<file path="src/rtl/nn_mem_pkg.sv">
// Shared constants for the feed-forward network memory subsystem:
// SRAM geometry, requester IDs and the data markers stored in weight/neuron tables.
package nn_mem_pkg;

    localparam int unsigned AW = 9;
    localparam int unsigned DW = 32;

    localparam int unsigned REQ_HOST  = 0;
    localparam int unsigned REQ_MULT  = 1;
    localparam int unsigned REQ_STORE = 2;

    localparam logic [DW-1:0] BIAS_MARK   = 32'h8000_0000;
    localparam logic [DW-1:0] NEURON_MARK = 32'hFFFF_FFFF;
    localparam logic [DW-1:0] END_MARK    = 32'hFFFF_FFF0;

    // True for words that delimit table sections rather than carry a value.
    function automatic logic is_marker(input logic [DW-1:0] w);
        return (w == BIAS_MARK) || (w == NEURON_MARK) || (w == END_MARK);
    endfunction

endpackage

</file>
<file path="src/rtl/sram_port_arbiter_rr_pick.sv">
// Round-robin picker: one-hot grant of the first request at or above ptr,
// wrapping at N, via a double-width masked priority encoder.
module rr_pick #(
    parameter int unsigned N  = 3,
    parameter int unsigned PW = 2
) (
    input  logic [N-1:0]  req,
    input  logic [PW-1:0] ptr,
    output logic [N-1:0]  pick
);

    localparam int unsigned W2 = 2 * N;

    logic [W2-1:0] dbl;
    logic [W2-1:0] mask;
    logic [W2-1:0] masked;
    logic          found;

    always_comb begin
        pick   = '0;
        found  = 1'b0;
        dbl    = {req, req};
        // Upper copy keeps everything so the search wraps back to requester 0.
        mask   = ~((W2'(1) << ptr) - W2'(1));
        masked = dbl & mask;
        for (int i = 0; i < int'(W2); i++) begin
            if (!found && masked[i]) begin
                found = 1'b1;
                if (i < int'(N)) begin
                    pick[i] = 1'b1;
                end else begin
                    pick[i - int'(N)] = 1'b1;
                end
            end
        end
    end

endmodule

</file>
<file path="src/rtl/sram_port_arbiter.sv">
// Single-port SRAM arbiter: round-robin grant with a bounded lock for operand
// pairs, SRAM drive mux and one-cycle read-return routing by tag.
module sram_port_arbiter
    import nn_mem_pkg::*;
#(
    parameter int unsigned N        = 3,
    parameter int unsigned AW       = nn_mem_pkg::AW,
    parameter int unsigned DW       = nn_mem_pkg::DW,
    parameter int unsigned LOCK_MAX = 4
) (
    input  logic            clk,
    input  logic            rst,
    input  logic [N-1:0]    req,
    input  logic [N-1:0]    we,
    input  logic [N-1:0]    lock,
    input  logic [N*AW-1:0] adr,
    input  logic [N*DW-1:0] wdata,
    output logic [N-1:0]    gnt,
    output logic [N-1:0]    rvalid,
    output logic [DW-1:0]   rdata,
    output logic            sram_wr,
    output logic            sram_rd,
    output logic [AW-1:0]   sram_adr,
    output logic [DW-1:0]   sram_din,
    input  logic [DW-1:0]   sram_dout,
    output logic            busy
);

    localparam int unsigned PW = $clog2(N);
    localparam int unsigned CW = $clog2(LOCK_MAX + 1);

    logic [PW-1:0] ptr_q, ptr_d;
    logic [PW-1:0] owner_q, owner_d;
    logic          owner_vld_q, owner_vld_d;
    logic [CW-1:0] cnt_q, cnt_d;
    logic [PW-1:0] tag_q, tag_d;
    logic          tag_vld_q, tag_vld_d;

    logic [N-1:0]  rr_gnt;
    logic [N-1:0]  gnt_raw;
    logic          own_hit;
    logic          any_gnt;
    logic [PW-1:0] gidx;
    logic          g_lock;
    logic [CW-1:0] cnt_base;

    rr_pick #(.N(N), .PW(PW)) u_rr_pick (
        .req  (req),
        .ptr  (ptr_q),
        .pick (rr_gnt)
    );

    // Grant and SRAM drive; everything forced idle while reset is held.
    always_comb begin
        own_hit  = owner_vld_q && req[owner_q];
        gnt_raw  = own_hit ? (N'(1) << owner_q) : rr_gnt;
        gnt      = rst ? gnt_raw : '0;
        any_gnt  = |gnt;
        gidx     = '0;
        g_lock   = 1'b0;
        sram_wr  = 1'b0;
        sram_rd  = 1'b0;
        sram_adr = '0;
        sram_din = '0;
        for (int i = 0; i < int'(N); i++) begin
            if (gnt[i]) begin
                gidx     = PW'(i);
                g_lock   = lock[i];
                sram_wr  = we[i];
                sram_rd  = ~we[i];
                sram_adr = adr[i*AW +: AW];
                sram_din = wdata[i*DW +: DW];
            end
        end
    end

    // Lock/pointer bookkeeping and read tag capture.
    always_comb begin
        ptr_d       = ptr_q;
        owner_d     = owner_q;
        owner_vld_d = owner_vld_q;
        cnt_d       = cnt_q;
        tag_d       = tag_q;
        tag_vld_d   = sram_rd;
        cnt_base    = own_hit ? cnt_q : '0;
        if (sram_rd) begin
            tag_d = gidx;
        end
        if (any_gnt) begin
            if (g_lock && ((32'(cnt_base) + 32'd1) < LOCK_MAX)) begin
                owner_d     = gidx;
                owner_vld_d = 1'b1;
                cnt_d       = cnt_base + CW'(1);
            end else begin
                owner_vld_d = 1'b0;
                cnt_d       = '0;
                ptr_d       = (gidx == PW'(N - 1)) ? '0 : gidx + PW'(1);
            end
        end else if (owner_vld_q && !req[owner_q]) begin
            owner_vld_d = 1'b0;
            cnt_d       = '0;
        end
    end

    always_ff @(posedge clk) begin
        if (!rst) begin
            ptr_q       <= '0;
            owner_q     <= '0;
            owner_vld_q <= 1'b0;
            cnt_q       <= '0;
            tag_q       <= '0;
            tag_vld_q   <= 1'b0;
        end else begin
            ptr_q       <= ptr_d;
            owner_q     <= owner_d;
            owner_vld_q <= owner_vld_d;
            cnt_q       <= cnt_d;
            tag_q       <= tag_d;
            tag_vld_q   <= tag_vld_d;
        end
    end

    // Return strobe is masked during reset so a read granted just before it is dropped.
    assign rvalid = (rst && tag_vld_q) ? (N'(1) << tag_q) : '0;
    assign rdata  = sram_dout;
    assign busy   = (|req) | tag_vld_q;

endmodule

</file>
<file path="config.mk">
export PLATFORM = sky130hd
export DESIGN_NAME = sram_port_arbiter
export DESIGN_NICKNAME = d
export VERILOG_FILES = /design/src/rtl/nn_mem_pkg.sv /design/src/rtl/sram_port_arbiter_rr_pick.sv /design/src/rtl/sram_port_arbiter.sv
export SDC_FILE = /design/constraint.sdc
export NUM_CORES = 1
export LEC_CHECK = 0
export CAP_MARGIN = 10
export CORE_AREA = 2 2 95 97
export CTS_CLUSTER_SIZE = 12
export DETAILED_ROUTE_END_ITERATION = 6
export DIE_AREA = 0 0 97 99
export HOLD_SLACK_MARGIN = 0.06
export PLACE_DENSITY_LB_ADDON = 0.08
export SYNTH_ARGS = -nofsm -noshare
export SYNTH_HDL_FRONTEND = slang
export SYNTH_SLANG_ARGS = --single-unit
</file>
<file path="constraint.sdc">
create_clock -name clk -period 2.72 [get_ports clk]
set_input_delay 0.408 -clock clk [delete_from_list [all_inputs] [get_ports clk]]
set_output_delay 0.408 -clock clk [all_outputs]
set_load 0.03 [all_outputs]
</file>
; ---- Word level (Yosys, flattened, before mapping)
; Index checks and enable logic that the tools add are counted.
[word_totals]
regBits = 11
inputBits = 166
[op_classes]
addsub = 4
order_cmp = 2
n_eq_ne = 1
shift = 3
mux = 40
bitwise_logic = 7
reduce_logical = 20
[ops]
columns = op, count
row1 = 2-to-1 mux 32 bit, 3
row2 = 2-to-1 mux 9 bit, 3
row3 = 2-to-1 mux 1 bit, 24
row4 = 2-to-1 mux 3 bit, 7
row5 = logical AND 1 bit, 9
row6 = AND 6 bit, 1
row7 = zero test 1 bit, 6
row8 = NOT 6 bit, 1
row9 = OR reduction 3 bit, 2
row10 = left shift 1 x 2 -> 3 bit (first input constant), 2
row11 = left shift 1 x 2 -> 6 bit (first input constant), 1
row12 = subtractor 6 x 2 -> 6 bit (second input constant), 1
row13 = adder 3 x 1 -> 4 bit (second input constant), 1
row14 = < comparator 4 x 3 -> 1 bit (second input constant), 1
row15 = 2-to-1 mux 2 bit, 2
row16 = NOT 1 bit, 4
row17 = AND reduction 2 bit, 2
row18 = adder 3 x 1 -> 3 bit (second input constant), 1
row19 = < comparator 2 x 3 -> 1 bit (second input constant), 1
row20 = adder 2 x 1 -> 2 bit (second input constant), 1
row21 = binary-select mux 1 bit (select 2 bit), 1
row22 = == test 2 bit (second input constant), 1
row23 = nonzero test 2 bit, 1
row24 = bitwise OR 1 bit, 1

; ---- Longest topological paths before layout
[logic_depth]
ltp_word = 28
ltp_mapped = 9

; ---- Hierarchy
; From an unflattened synthesis, not the netlist that was laid out.
[hier_totals]
hier_cells = 281
area_unflattened_um2 = 1893.1
[by_module_without_submodules]
columns = mod, n_inst, cells_per_inst, area_each_um2, seq_area_each_um2
row1 = sram_port_arbiter, 1, 271, 1825.5, 220.2
row2 = rr_pick, 1, 10, 67.6, 0.0

; ---- Worst setup path before layout
; No wires, ideal clock.
[synth_timing]
path_type = flip-flop to output port
from = register owner_q[1]
to = output port sram_adr[0]
arrival_time_ns = 2.250
required_ns = 2.312
slack_ns = 0.062
path_stages_with_launch = 7
path_buffers = 1
cell_sequence = dfxtp_1 -> mux2_4 -> a31o_4 -> o31ai_4 -> clkbuf_1 -> a222oi_1 -> inv_1
[synth_rtl]
columns = item, line
row1 = start: declaration, sram_port_arbiter.sv:33  ; logic [PW-1:0] owner_q, owner_d;
row2 = start signal: assignment, sram_port_arbiter.sv:115  ; owner_q <= owner_d;
row3 = binary-select mux 1 bit (select 2 bit), sram_port_arbiter.sv:55  ; own_hit = owner_vld_q && req[owner_q];
row4 = 2-to-1 mux 1 bit (implied by the code), sram_port_arbiter.sv:55
row5 = logical AND 1 bit, sram_port_arbiter.sv:55
row6 = 2-to-1 mux 3 bit (*), sram_port_arbiter.sv:56  ; gnt_raw = own_hit ? (N'(1) << owner_q) : rr_gnt;
row7 = 2-to-1 mux 3 bit (*), sram_port_arbiter.sv:57  ; gnt = rst ? gnt_raw : '0;
row8 = net gnt[1], sram_port_arbiter.sv:18  ; output logic [N-1:0] gnt,
row9 = 2-to-1 mux 9 bit (*) (2 in series), sram_port_arbiter.sv:66  ; if (gnt[i]) begin
row10 = end: declaration, sram_port_arbiter.sv:23  ; output logic [AW-1:0] sram_adr,
; The timed path passes the listed nets; every way through them passes the cells marked *. The select of a mux whose other input is x is not followed.

; ---- Final worst setup path
[layout_timing]
from = register owner_q[1]
to = output port sram_din[31]
[layout_between]
elab_chain_cells = 8
[layout_lines]
columns = item, line
row1 = binary-select mux 1 bit (select 2 bit), sram_port_arbiter.sv:55
row2 = 2-to-1 mux 1 bit (implied by the code), sram_port_arbiter.sv:55
row3 = logical AND 1 bit, sram_port_arbiter.sv:55
row4 = 2-to-1 mux 3 bit (*), sram_port_arbiter.sv:56
row5 = 2-to-1 mux 3 bit (*), sram_port_arbiter.sv:57
row6 = 2-to-1 mux 32 bit (2 in series), sram_port_arbiter.sv:66
row7 = 2-to-1 mux 32 bit (*), sram_port_arbiter.sv:66
row8 = end: declaration, sram_port_arbiter.sv:24  ; output logic [DW-1:0] sram_din,
; Every way passes the cells marked *; elsewhere a longest branch is shown, timed or not. The select of a mux whose other input is x is not followed.

==> impl_metrics.csv <==
group,metric,value,unit
layout,regArea,221,um^2
layout,multi_input_area,927,um^2
logic_synthesis,synth_area,0.00162,mm^2
timing,worst_pin_slew,371,ps
clock_network,cts_max_level,1,
logic_synthesis,async_reset_ff_share,0,%
layout,fin_nets,557,
pwr,power-per-cell-area,419,mW/mm^2
logic_synthesis,syn_inst,217,
place,dp_slack,-232,ps
logic_synthesis,avgSynthCellArea,7.47,um^2
worst_setup_path,crit_type,"reg2out",
floorplan,dieArea,0.00960,mm^2
timing,post-route-period-util,96.6,%
clock_network,cts_tree,"built",
global_route,antenna_found_initial,0,
timing,hold_viol_final,0,
logic_synthesis,yosysSeqAreaShare,13.6,%
logic_synthesis,synth_edf_count,0,
flow_run,max_cap_viol_count,0,
logic_synthesis,ys_warn_count,0,
place,port_buffers,183,
layout,fillers,845,
run_status,violations,"DRC",
floorplan,core,0.00855,mm^2
clock_network,insertion_delay,250,ps
place,dp.final_hpwl,7070,um
route,wl_per_cell,17.5,um
timing,tns,0,ps
logic_synthesis,synth_seq_cells,11,
route,drt_iter0_markers,243,
route,drt_pre_antenna_iters,7,
timing,setup_violations,0,
logic_synthesis,synth_ff_type,"dfxtp_1",
logic_synthesis,yosysUniqueCellTypes,44,
worst_setup_path,crit_fanout,8,
place,finalWeightedCongestion,0.817,
global_route,grt.total_usage,16.8,%
logic_synthesis,netlist_top_cells_count,"inv_1 (47), a222oi_1 (41), buf_4 (33), dfxtp_1 (11)",
timing,rsz0062_at_grt,"false",
clock_network,clk_path_buf_depth,2,
timing,finalClockSkew,5.81,ps
route,postRouteAntennaNets,0,
worst_setup_path,critical_path_arrival,2220,ps
pwr,ir_drop,0.177,mV
route,drcViolationCount,4,
clock_network,cts_buffers,3,
logic_synthesis,yosysTopAreaCell,"a222oi_1",
global_route,grt_pass1_wl,12800,um
floorplan,die_w,97,um
global_route,grt_pass1_vias,2400,
floorplan,die_h,99,um
hold_path,min_path_type,"reg2reg",
global_route,grt_max_degree,28,
layout,drive_gt1_share,23.7,%
floorplan,placementRows,34,
clock_network,clkTransAtPathRegs,50,ps
timing,slew_viol_final,0,
run_status,status,"finished with violations",
logic_synthesis,synth_top_cell_area_share,25.3,%
route,avgViaCountPerCell,4.81,
route,wirelength,8670,um
layout,diodes,0,
clock_network,ctsHoldBuffers,0,
floorplan,ioPinCount,248,
timing,timing.slew.headroom,75.3,%
worst_setup_path,critPathLaunchType,"flip-flop",
global_route,grt_overflow_total,0,
logic_synthesis,synth.most_common_cell,"inv_1",
worst_setup_path,worstPathRequired,2310,ps
logic_synthesis,netlist_top_cells_area,"a222oi_1 (25%), buf_4 (15%), dfxtp_1 (14%)",
route,vias,2390,
worst_setup_path,cp-end-kind,"output pin",
floorplan,start_util,19.0,%
clock_network,cts_root_buf,"clkbuf_8",
timing,fmax,381,MHz
clock_network,cts.sinks,11,
layout,area.growth.synth_to_final,124,%
logic_synthesis,synth_nets,384,
timing,fin_ws,91.9,ps
pwr,power_leakage,1.74,nW
timing,fin_crit,2630,ps
-- through the flow --
stage               std cells  util, %  cell area [um^2]  hold WS, ps  power (W)
floorplan                 217        -              1620          430   0.000839
global placement          491     41.4              3540          446    0.00135
detailed placement        491     41.4              3540          452    0.00134
CTS                       497     42.4              3620          466    0.00153
global route              497     42.5              3630          479    0.00161
finish                    497     42.5              3630          458    0.00152
-- final cells by class --
cell class	instances	share of cell area (%)
Inverter	48	4.96
Timing Repair Buffer	216	58.5
Tap cell	108	3.72
Clock inverter	1	0.138
Clock buffer	3	1.14
Sequential cell	11	6.09
Multi-Input combinational cell	110	25.5
-- worst paths after layout --
path,slack [ps],cells after the start,end,start
setup reg to reg,380,8,cnt_q[1],owner_q[1]
hold reg to reg,460,1,cnt_q[2],cnt_q[2]
setup / recovery,90,7,sram_din[31],owner_q[1]
hold / removal,460,1,cnt_q[2],cnt_q[2]
-- cell usage in the layout, fill, tap and decap left out, types with 2 or more instances in the layout --
cell type,count
a21oi_1,2
a222oi_1,41
a22oi_1,2
and2_1,4
and4b_1,2
buf_12,10
buf_4,66
buf_6,2
clkbuf_8,3
clkdlybuf4s50_1,132
dfxtp_1,10
dlygate4sd2_1,2
dlymetal6s2s_1,2
inv_1,47
nand2_1,10
nand2b_1,2
nand3b_1,2
nand4_1,2
nor2_1,3
nor2b_1,2
nor3_1,2
nor3b_1,3
o211ai_1,5
o21ai_0,3
o21ai_4,2
-- what timing repair did --
item,4_1_cts,5_1_grt
endpoints found under the setup margin,43,24
setup buffers,1,0
resized for setup,6,5
pin swaps,3,1
gates cloned,1,0
-- state kept, by name (all words and copies together) (netlist names) --
signal and flops:
cnt_q 3, ptr_q 2, tag_q 2, tag_vld_q 1
owner_q 2, owner_vld_q 1
-- metal layers --
layer | up-vias | global-route usage [%] | share of wire [%]
li1 | 1148 | - | -
met1 | 1094 | 19.8 | 39
met2 | 119 | 29.8 | 51
met3 | 29 | 4.68 | 7.8
met4 | 0 | 5.42 | 2.6
met5 | - | 0 | 0
-- where the power goes --
part	total (W)	internal [W]	leakage (nW)	switching, W
sequential	0.000216	0.000186	0.0908	0.0000301
combinational	0.00114	0.000573	1.63	0.000564
clock	0.000168	0.000101	0.0255	0.0000672
-- logic make-up (layout without fill, tap and decap cells) --
logic type | count (synthesis) | count (layout) | synth area share, %
buffers and inverters | 96 | 268 | 30.6
AOI/OAI and AO/OA | 71 | 71 | 40.6
DFF | 11 | 11 | 13.6
adders and majority gates | 1 | 1 | 0.771
muxes | 2 | 2 | 1.54
and+or+nand+nor | 36 | 36 | 12.9
-- critical path: stages (launching register included) --
cell       delay, ps
dfxtp_2          400
mux2_4           330
a31o_4           290
o31ai_4          280
bufbuf_16        330
a222oi_1          90
inv_1            120
buf_12           130
Power figures use the tool's default switching activity.
